File: config.mk
export PLATFORM = sky130hd
export DESIGN_NAME = branch_outcome_tracker
export DESIGN_NICKNAME = d
export VERILOG_FILES = /design/src/rtl/branch_pred_pkg.sv /design/src/rtl/pred_fifo.sv /design/src/rtl/branch_outcome_tracker.sv
export SDC_FILE = /design/constraint.sdc
export NUM_CORES = 1
export LEC_CHECK = 0
export BUFFER_PORTS_ARGS = -buffer_cell sky130_fd_sc_hd__clkbuf_2
export CAP_MARGIN = 20
export CELL_PAD_IN_SITES_DETAIL_PLACEMENT = 0
export CELL_PAD_IN_SITES_GLOBAL_PLACEMENT = 1
export CORE_UTILIZATION = 48
export DETAILED_ROUTE_END_ITERATION = 16
export PLACE_DENSITY_LB_ADDON = 0.2
export SLEW_MARGIN = 20
export SYNTH_ARGS = -nofsm -noshare
export SYNTH_HDL_FRONTEND = slang
export SYNTH_SLANG_ARGS = --single-unit
File: constraint.sdc
create_clock -name clk -period 7.3 [get_ports clk]
set_input_delay 0.365 -clock clk [delete_from_list [all_inputs] [get_ports clk]]
set_output_delay 0.365 -clock clk [all_outputs]
set_load 0.02 [all_outputs]
File: src/rtl/branch_pred_pkg.sv
// Shared sizing and entry record for the branch outcome tracker and its
// in-flight prediction queue.
package branch_pred_pkg;

  localparam int LOWER = 5;
  localparam int DEPTH = 4;
  localparam int PTR_W = $clog2(DEPTH);
  localparam int CNT_W = $clog2(DEPTH) + 1;

  localparam logic [15:0] STAT_MAX = 16'hFFFF;

  typedef struct packed {
    logic [LOWER-1:0] addr;
    logic             pred;
  } pred_entry_t;

endpackage

File: src/rtl/pred_fifo.sv
// Age-ordered queue of in-flight predictions; clear empties it in one cycle
// and wins over any push or pop presented alongside it.
module pred_fifo
  import branch_pred_pkg::*;
(
  input  logic        clk,
  input  logic        arst,
  input  logic        i_push,
  input  logic        i_pop,
  input  logic        i_clear,
  input  pred_entry_t i_din,
  output pred_entry_t o_head,
  output logic        o_full,
  output logic        o_empty
);

  pred_entry_t      r_mem [DEPTH];
  logic [PTR_W-1:0] r_head;
  logic [PTR_W-1:0] r_tail;
  logic [CNT_W-1:0] r_count;

  always_ff @(posedge clk or posedge arst) begin
    if (arst) begin
      r_head  <= '0;
      r_tail  <= '0;
      r_count <= '0;
    end else if (i_clear) begin
      r_head  <= '0;
      r_tail  <= '0;
      r_count <= '0;
    end else begin
      if (i_push) r_tail <= r_tail + 1'b1;
      if (i_pop)  r_head <= r_head + 1'b1;
      case ({i_push, i_pop})
        2'b10:   r_count <= r_count + 1'b1;
        2'b01:   r_count <= r_count - 1'b1;
        default: r_count <= r_count;
      endcase
    end
  end

  // Payload is only meaningful between head and tail, so it carries no reset.
  always_ff @(posedge clk) begin
    if (i_push && !i_clear) r_mem[r_tail] <= i_din;
  end

  assign o_head  = r_mem[r_head];
  assign o_full  = (r_count == CNT_W'(DEPTH));
  assign o_empty = (r_count == '0);

endmodule

File: src/rtl/branch_outcome_tracker.sv
// Matches execute-stage outcomes against queued fetch predictions, emits the
// history-table update and flush strobes, and keeps saturating statistics.
module branch_outcome_tracker
  import branch_pred_pkg::pred_entry_t;
  import branch_pred_pkg::STAT_MAX;
#(
  parameter int LOWER = branch_pred_pkg::LOWER,
  parameter int DEPTH = branch_pred_pkg::DEPTH
) (
  input  logic             clk,
  input  logic             arst,
  input  logic             pred_valid,
  input  logic [LOWER-1:0] pred_addr,
  input  logic             prediction,
  input  logic             res_valid,
  input  logic             res_taken,
  input  logic             res_jump,
  output logic             upd_en,
  output logic [LOWER-1:0] upd_addr,
  output logic             upd_was_taken,
  output logic             upd_jumped,
  output logic             mispredict,
  output logic             full,
  output logic             empty,
  output logic             underflow_err,
  output logic [15:0]      branch_cnt,
  output logic [15:0]      mispred_cnt
);

  function automatic logic [15:0] sat_inc(input logic [15:0] v);
    return (v == STAT_MAX) ? v : v + 16'd1;
  endfunction

  pred_entry_t      w_din;
  pred_entry_t      w_head;
  logic             w_full;
  logic             w_empty;
  logic             w_actual;
  logic             w_pop;
  logic             w_mispred;
  logic             w_push;

  logic             r_upd_en;
  logic [LOWER-1:0] r_upd_addr;
  logic             r_upd_was_taken;
  logic             r_upd_jumped;
  logic             r_mispredict;
  logic             r_underflow_err;
  logic [15:0]      r_branch_cnt;
  logic [15:0]      r_mispred_cnt;

  assign w_actual  = res_taken | res_jump;
  assign w_pop     = res_valid & ~w_empty;
  assign w_mispred = w_pop & (w_actual != w_head.pred);
  // A full queue only takes a push when a correct pop frees a slot that edge;
  // a flush discards the incoming branch along with everything younger.
  assign w_push    = pred_valid & ~w_mispred & (~w_full | w_pop);

  assign w_din.addr = pred_addr;
  assign w_din.pred = prediction;

  pred_fifo u_pred_fifo (
    .clk     (clk),
    .arst    (arst),
    .i_push  (w_push),
    .i_pop   (w_pop & ~w_mispred),
    .i_clear (w_mispred),
    .i_din   (w_din),
    .o_head  (w_head),
    .o_full  (w_full),
    .o_empty (w_empty)
  );

  always_ff @(posedge clk or posedge arst) begin
    if (arst) begin
      r_upd_en        <= 1'b0;
      r_upd_addr      <= '0;
      r_upd_was_taken <= 1'b0;
      r_upd_jumped    <= 1'b0;
      r_mispredict    <= 1'b0;
      r_underflow_err <= 1'b0;
      r_branch_cnt    <= '0;
      r_mispred_cnt   <= '0;
    end else begin
      r_upd_en     <= w_pop;
      r_mispredict <= w_mispred;
      if (w_pop) begin
        r_upd_addr      <= w_head.addr;
        r_upd_was_taken <= res_taken;
        r_upd_jumped    <= res_jump;
        r_branch_cnt    <= sat_inc(r_branch_cnt);
      end
      if (w_mispred) r_mispred_cnt <= sat_inc(r_mispred_cnt);
      if (res_valid && w_empty) r_underflow_err <= 1'b1;
    end
  end

  assign upd_en        = r_upd_en;
  assign upd_addr      = r_upd_addr;
  assign upd_was_taken = r_upd_was_taken;
  assign upd_jumped    = r_upd_jumped;
  assign mispredict    = r_mispredict;
  assign underflow_err = r_underflow_err;
  assign branch_cnt    = r_branch_cnt;
  assign mispred_cnt   = r_mispred_cnt;
  assign full          = w_full;
  assign empty         = w_empty;

endmodule

==> flow_summary.toml, run 1 <==
[cts]
clk_pin_slew_ns = 0.08
clockBufferDepth = 2
hold_buffers = 0
cts.sinks = 73
postCtsSetupBuffers = 0
cts.repair.resized = 0
htreeDepth = 3
cts_buffers = 9
cts_root_buf = "clkbuf_8"
tritoncts = "yes"
insertion_delay_ns = 0.33

[timing]
slew_headroom_pct = 42.9
period_minus_slack_ns = 3.39
setup_tns_ns = 0
worst_pin_slew_ns = 0.855
clock_skew_ns = 0.00968
fin_crit_sh_pct = 46.4
setup_viol = 0
fmax_mhz = 295
whs_ns = 0.156
hold_viol = 0
rsz0062_at_grt = "no"
slew_violations = 0

[global_routing]
grt_pass1_vias = 2109
grt.overflow.total = 0
grt_max_degree = 50
antenna_found_initial = 0
groute.usage.overall_pct = 18.7
grt_pass1_wl_um = 10200

[min_path]
hold_class = "primary input to async pin"

[routing]
wl_per_cell_um = 14.4
viasPerCell = 5.15
drcViolationCount = 10
wl_um = 5870
vias = 2102
drt-initial-drc-count = 121
dr.pass1.iters = 10
postRouteAntennaNets = 0

[cells_and_area]
area_delta_synth_final_pct = 15.8
fin_nets = 346
num_antenna_cells = 0
stdcell_area_um2 = 3780
drive_above_1_share_pct = 25.4

[place]
dp_hpwl_um = 4070
io_buffers = 55
routabilityCongestion = 0.723
place_area_um2 = 3610

[yosys]
yosysTopAreaCellShare_pct = 37.6
postSynthAreaPerCell_um2 = 12.3
synth_top_area_cell = "dfrtp_1"
ys_types = 40
yosys_most_used_dff = "dfrtp_1"
yosysMostFrequentCell = "dfrtp_1"
async_reset_ff_share_pct = 67.1
synth_common_cells = "dfrtp_1 (49), nand2_1 (34), edfxtp_1 (24)"
ys_seq_area_share_pct = 59.6
synth_cells = 265
synth_area_leaders = "dfrtp_1 (38%), edfxtp_1 (22%), xor2_1 (6.2%)"
yosys_register_bits = 73
synth_area_um2 = 3260
syn-num-nets = 285
yosysWarnings = 0
synth-edff-count = 24

[worst_setup_path]
worst-setup-path-type = "register to register"
cp_max_fo = 15
rr_worst_depth = 12
crit_arrival_ns = 3.60
critPathCaptureType = "register"
regToRegSetupSlack_ns = 3.91
critPathLaunchType = "register"
required_ns = 7.52
r2r-start = "u_pred_fifo.r_head[1]"
rr_endpoint = "u_pred_fifo.r_count[2]"

[power_and_ir_drop]
power_density_nw_per_um2 = 340
p_leak_nw = 1.76
peakVddDrop_uv = 151

[die]
dieArea_um2 = 7130
die_x_um = 84.5
start_util_pct = 50.5
die_height_um = 84.5
core_um2 = 6460
ios = 56
rows = 29

[job]
drv_cap = 0

[outcome]
status = "complete, but fails checks"
failed_checks = "design-rule violations"
[power by group]
group / internal (W) / switching [W] / total (W)
clock network: 0.000122 / 0.000143 / 0.000265
registers: 0.000522 / 0.0000903 / 0.000612
logic: 0.000163 / 0.000243 / 0.000406
[cells by family after synthesis]
kind of cell / after synthesis / share of synthesized area, %
XOR/XNOR: 32 / 8.59
multiplexers: 13 / 5.98
AO/OA/AOI/OAI: 13 / 2.49
flip-flops: 73 / 59.6
AND/OR/NAND/NOR: 107 / 17.4
buffers and inverters: 19 / 2.61
adder cells (fa/ha/maj): 8 / 3.30
[how the worst max path moves through the flow]
stage | slack, ns | end | startpoint | depth (start not counted)
5_1_grt | 3.61 | u_pred_fifo.r_count[2] | u_pred_fifo.r_head[0] | 12
6_report | 3.91 | u_pred_fifo.r_count[2] | u_pred_fifo.r_head[1] | 12
2_1_floorplan | 4.79 | u_pred_fifo.r_count[2] | u_pred_fifo.r_count[0] | 12
3_3_place_gp | 4.08 | u_pred_fifo.r_count[2] | u_pred_fifo.r_head[1] | 12
3_5_place_dp | 3.92 | u_pred_fifo.r_count[2] | u_pred_fifo.r_head[1] | 12
4_1_cts | 3.91 | u_pred_fifo.r_count[2] | u_pred_fifo.r_head[1] | 12
[routing by layer]
metal / vias to the layer above / track usage, % / part of all wire [%]
met4: 0 / 8.78 / 0.49
met2: 45 / 29.2 / 47
li1: 1038 / - / -
met5: - / 0 / 0
met3: 2 / 4.23 / 3.9
met1: 1017 / 25.2 / 48
[state kept, by name (all words and copies together) (netlist names)]
register / cells
u_pred_fifo.r_mem: 24
branch_cnt: 16
mispred_cnt: 16
upd_addr: 5
u_pred_fifo.r_count: 3
u_pred_fifo.r_head: 2
u_pred_fifo.r_tail: 2
mispredict: 1
underflow_err: 1
upd_en: 1
upd_jumped: 1
upd_was_taken: 1
[cell usage in the layout (no fill, tap or decap), drive strengths merged]
master	count
a21o	1
a21oi	3
and2	5
and3	3
and4	4
buf	1
clkbuf	66
clkinv	4
clkinvlp	2
dfrtp	49
edfxtp	24
fa	1
ha	7
inv	12
mux2	2
mux2i	6
mux4	5
nand2	34
nand2b	1
nand3	8
nand4	6
nor2	23
nor3	10
nor3b	2
nor4	4
nor4b	3
o21a	2
o21ai	5
o21bai	1
o31ai	1
or2	1
or3	2
or3b	1
xnor2	9
xor2	23
[cell type report]
class                           instances  area, um^2
Clock buffer                           11         131
Fill cell                             555        2680
Clock inverter                          5        32.5
Timing Repair Buffer                   56         283
Multi-Input combinational cell        173        1240
Inverter                               13        50.0
Tap cell                               77        96.3
Sequential cell                        73        1950
[critical path, cell delays in order, from the launching register on]
cell,delay (ns)
dfrtp_1,0.56
mux2i_1,0.28
mux2i_1,0.13
o21ai_2,0.67
inv_2,0.23
nor2_1,0.28
inv_1,0.08
ha_1,0.23
fa_1,0.40
xnor2_1,0.14
nor2_1,0.11
xnor2_1,0.12
nor2_1,0.05
[per-stage QoR]
stage,power [W],util [%],instances,worst slack (ns)
2_1_floorplan,0.000906,-,265,4.79
3_3_place_gp,0.00102,55.9,392,4.08
3_5_place_dp,0.00103,55.9,392,3.92
4_1_cts,0.00130,58.4,408,3.91
5_1_grt,0.00138,58.5,408,3.61
6_report,0.00128,58.5,408,3.91
Note: power is estimated with default switching activity, not from simulation.
==> run 2, diff against run 1 <==
Settings changed: CORE_UTILIZATION 48 to 44.
Clock period 7.3 ns to 3.3 ns, I/O delays scaled along.
==> flow_summary.toml, run 2 (synthesized netlist as in run 1, its figures left out) <==
[die]
start_util_pct = 45.2
core_um2 = 7210
ios = 56
rows = 31
die_x_um = 88.1
die_height_um = 88.1
dieArea_um2 = 7770

[place]
io_buffers = 55
pre_cts_slack_ns = 0.488
place_area_um2 = 3650
dp_hpwl_um = 4180
routabilityCongestion = 0.711

[global_routing]
antenna_found_initial = 0
grt.overflow.total = 0
grt_pass1_wl_um = 9730
grt_pass1_vias = 2014
grt_max_degree = 50
groute.usage.overall_pct = 17.0

[outcome]
failed_checks = "negative hold slack"
status = "complete, but fails checks"

[power_and_ir_drop]
p_leak_nw = 1.81
totalPowerFinal_w = 0.00307
peakVddDrop_uv = 306
power_density_nw_per_um2 = 790

[worst_setup_path]
crit_arrival_ns = 3.05
critPathLaunchType = "register"
cp_max_fo = 12
critPathCaptureType = "register"
required_ns = 3.53
worst-setup-path-type = "register to register"
rr_endpoint = "u_pred_fifo.r_count[2]"
regToRegSetupSlack_ns = 0.49
cp-startpoint = "u_pred_fifo.r_count[0]"
rr_worst_depth = 12
r2r-start = "u_pred_fifo.r_count[0]"

[cts]
cts_root_buf = "clkbuf_8"
htreeDepth = 3
cts.sinks = 73
clk_pin_slew_ns = 0.07
hold_buffers = 0
cts_buffers = 9
insertion_delay_ns = 0.35
tritoncts = "yes"
cts.repair.resized = 0
clockBufferDepth = 2
postCtsSetupBuffers = 0

[cells_and_area]
stdcell_area_um2 = 3880
final_common_cell = "clkbuf_2"
fin_nets = 348
nFillCells = 674
drive_above_1_share_pct = 26.4
final_cell_mix = "clkbuf_2 (55), dfrtp_1 (49), nand2_1 (34)"
area_delta_synth_final_pct = 19.0
top_register = "u_pred_fifo.r_mem"
num_antenna_cells = 0
largest_reg_flops = 24

[timing]
clock_skew_ns = 0.0109
setup_tns_ns = 0
period_minus_slack_ns = 2.81
rsz0062_at_grt = "no"
fmax_mhz = 355
whs_ns = -0.0728
worst_slack_ns = 0.486
slew_headroom_pct = 44.0
worst_pin_slew_ns = 0.840
fin_crit_sh_pct = 85.3
hold_viol = 49
setup_viol = 0
slew_violations = 0

[routing]
drcViolationCount = 0
drt-initial-drc-count = 58
dr.pass1.iters = 4
wl_per_cell_um = 13.8
vias = 2122
wl_um = 5980
postRouteAntennaNets = 0
viasPerCell = 4.91

[job]
drv_cap = 0

[min_path]
hold_class = "primary input to async pin"
==> run 2: cell types whose count changed in the layout (fill, tap and decap cells not counted), moves of 2 or more <==
cell	before	now
clkbuf_1	2	0
buf_4	1	3
bufinv_16	0	3
clkinv_2	2	4
clkinvlp_4	2	0
==> run 2: where the power goes <==
part	leakage, nW	switching (W)	internal [W]
sequential	0.839	0.000197	0.00115
clock	0.120	0.000324	0.000495
combinational	0.851	0.000533	0.000365
total	1.81	0.00105	0.00202
==> run 2: area by class of cell <==
class | count | area, um^2 | share of cell area [%]
Clock inverter | 7 | 109 | 2.80
Timing Repair Buffer | 58 | 298 | 7.67
Inverter | 13 | 50.0 | 1.29
Sequential cell | 73 | 1950 | 50.1
Clock buffer | 9 | 124 | 3.19
Tap cell | 99 | 124 | 3.19
Multi-Input combinational cell | 173 | 1230 | 31.7
==> run 2: worst max path at each step <==
stage	slack [ns]	endpoint	cells past startpoint
after floorplan	0.79	u_pred_fifo.r_count[2]	12
after global placement	0.65	u_pred_fifo.r_count[2]	12
after detailed placement	0.49	u_pred_fifo.r_count[2]	12
after CTS	0.47	u_pred_fifo.r_count[2]	12
after global routing	0.15	u_pred_fifo.r_count[2]	12
final	0.49	u_pred_fifo.r_count[2]	12
==> run 2: metal layers <==
metal,global-route usage [%],wire length [um],up-vias
li1,-,-,1048
met1,24.0,3010,1013
met2,24.3,2590,51
met3,3.68,267,10
met4,9.68,113,0
met5,0,0,-
==> run 2: critical path: stages (launching register included) <==
cell and delay (ns):
dfrtp_1 0.45, o31ai_1 0.38, inv_1 0.29, o21ai_2 0.14
inv_2 0.11, nor2_1 0.22, inv_1 0.07, ha_1 0.22
fa_1 0.39, xnor2_1 0.13, nor2_1 0.12, xnor2_1 0.13
nor2_1 0.06
==> run 2: stage by stage <==
step | utilization [%] | cells
6_report | 53.8 | 432
5_1_grt | 53.8 | 432
4_1_cts | 53.8 | 432
3_5_place_dp | 50.6 | 416
3_3_place_gp | 50.6 | 416
2_1_floorplan | - | 265
==> run 3, diff against run 2 <==
Settings changed: CORE_ASPECT_RATIO set to 0.6.
==> flow_summary.toml, run 3 (synthesized netlist as in run 1, its figures left out) <==
[timing]
clock_skew_ns = 0.00359
hold_viol = 0
setup_tns_ns = 0
slew_headroom_pct = 60.0
fin_crit_sh_pct = 82.7
setup_viol = 0
worst_pin_slew_ns = 0.593
period_minus_slack_ns = 2.73
rsz0062_at_grt = "no"
fmax_mhz = 366
slew_violations = 0

[cts]
cts_buffers = 9
tritoncts = "yes"
cts.repair.resized = 0
cts_root_buf = "clkbuf_16"
htreeDepth = 3
clockBufferDepth = 2
clk_pin_slew_ns = 0.06
cts.sinks = 73
insertion_delay_ns = 0.33

[worst_setup_path]
cp_cell_sequence = "mux2i_1, mux2i_1, o21ai_2, inv_2, nor2_1, inv_1, ha_1, fa_1, xnor2_1, nor2_1, xnor2_1, nor2_1"
regToRegSetupSlack_ns = 0.57
worst-setup-path-type = "register to register"
cp.depth = 12
cpMostUsedCell = "nor2_1"
crit_arrival_ns = 2.95
rr_endpoint = "u_pred_fifo.r_count[2]"
cp_top_family = "adder cells"
r2r-start = "u_pred_fifo.r_head[1]"
cp_max_fo = 10
critPathCaptureType = "register"
critical_path.slowest_cell = "dfrtp_1"
cpPeakStageDelay_ns = 0.57
critPathLaunchType = "register"
crit_end = "u_pred_fifo.r_count[2]"
cp-startpoint = "u_pred_fifo.r_head[1]"
worst-path-buf-inv = 2
required_ns = 3.52
rr_worst_depth = 12

[die]
ios = 56
dieArea_um2 = 7780
die_x_um = 113
start_util_pct = 47.3
die_height_um = 68.7
core_um2 = 6910
rows = 23

[cells_and_area]
fin_nets = 350
multi_input_area_um2 = 1240
nFillCells = 609
final_cell_mix = "clkbuf_2 (55), dfrtp_1 (49), nand2_1 (34)"
drive_above_1_share_pct = 26.9
regArea_um2 = 1950
finalNonFillerCells = 422
fin_util_pct = 57.6
num_antenna_cells = 0
stdcell_area_um2 = 3980
top_register = "u_pred_fifo.r_mem"
final_common_cell = "clkbuf_2"
largest_reg_flops = 24
area_delta_synth_final_pct = 21.8

[global_routing]
groute.usage.overall_pct = 17.5
grt_pass1_wl_um = 9960
antenna_found_initial = 0
grt_max_degree = 28
grt.overflow.total = 0
grt_pass1_vias = 1885

[job]
drv_cap = 0

[power_and_ir_drop]
p_leak_nw = 1.85
power_density_nw_per_um2 = 834
totalPowerFinal_w = 0.00332
peakVddDrop_uv = 406

[place]
dp_hpwl_um = 4510
dp_cells = 405
io_buffers = 55
routabilityCongestion = 0.786
place_area_um2 = 3650

[routing]
viasPerCell = 5.01
wl_um = 6250
drcViolationCount = 0
vias = 2113
postRouteAntennaNets = 0
wl_per_cell_um = 14.8
dr.pass1.iters = 4
drt-initial-drc-count = 93

[outcome]
status = "complete, no violations"

[min_path]
hold_class = "primary input to register"
[run 3: stage by stage]
step,hold WS (ns),setup slack (ns)
floorplan,0.264,0.791
global placement,0.251,0.696
detailed placement,0.247,0.580
CTS,0.0497,0.559
global route,0.0547,0.380
finish,0.0583,0.570
[run 3: worst min-delay path by stage]
stage / start / depth (start not counted) / to
2_1_floorplan: prediction / 0 / u_pred_fifo.r_mem[0][0]
3_3_place_gp: arst / 2 / mispred_cnt[8]
3_5_place_dp: arst / 2 / mispred_cnt[8]
4_1_cts: pred_addr[2] / 1 / u_pred_fifo.r_mem[0][3]
5_1_grt: pred_addr[4] / 1 / u_pred_fifo.r_mem[3][5]
6_report: pred_addr[2] / 1 / u_pred_fifo.r_mem[3][3]
[run 3: repair_timing]
action                    CTS  global route
hold endpoints to repair   26             0
setup buffers               0             0
hold buffers                1             0
[run 3: report_power, final]
part / switching, W / internal [W]
clock network: 0.000373 / 0.000666
logic: 0.000549 / 0.000367
registers: 0.000205 / 0.00116
[run 3: cell type report]
class,count,share of cell area [%]
Inverter,13,1.23
Sequential cell,73,48.9
Tap cell,87,2.74
Clock buffer,10,5.76
Clock inverter,6,2.30
Timing Repair Buffer,60,7.93
Multi-Input combinational cell,173,31.1
[run 3: layer usage]
| layer | vias to the layer above | GRT usage [%] | share of wire [%] |
|---|---|---|---|
| met3 | 10 | 4.72 | 5.9 |
| met5 | - | 0 | 0 |
| met4 | 0 | 6.91 | 1.5 |
| li1 | 1051 | - | - |
| met1 | 994 | 27.0 | 55 |
| met2 | 58 | 22.6 | 38 |
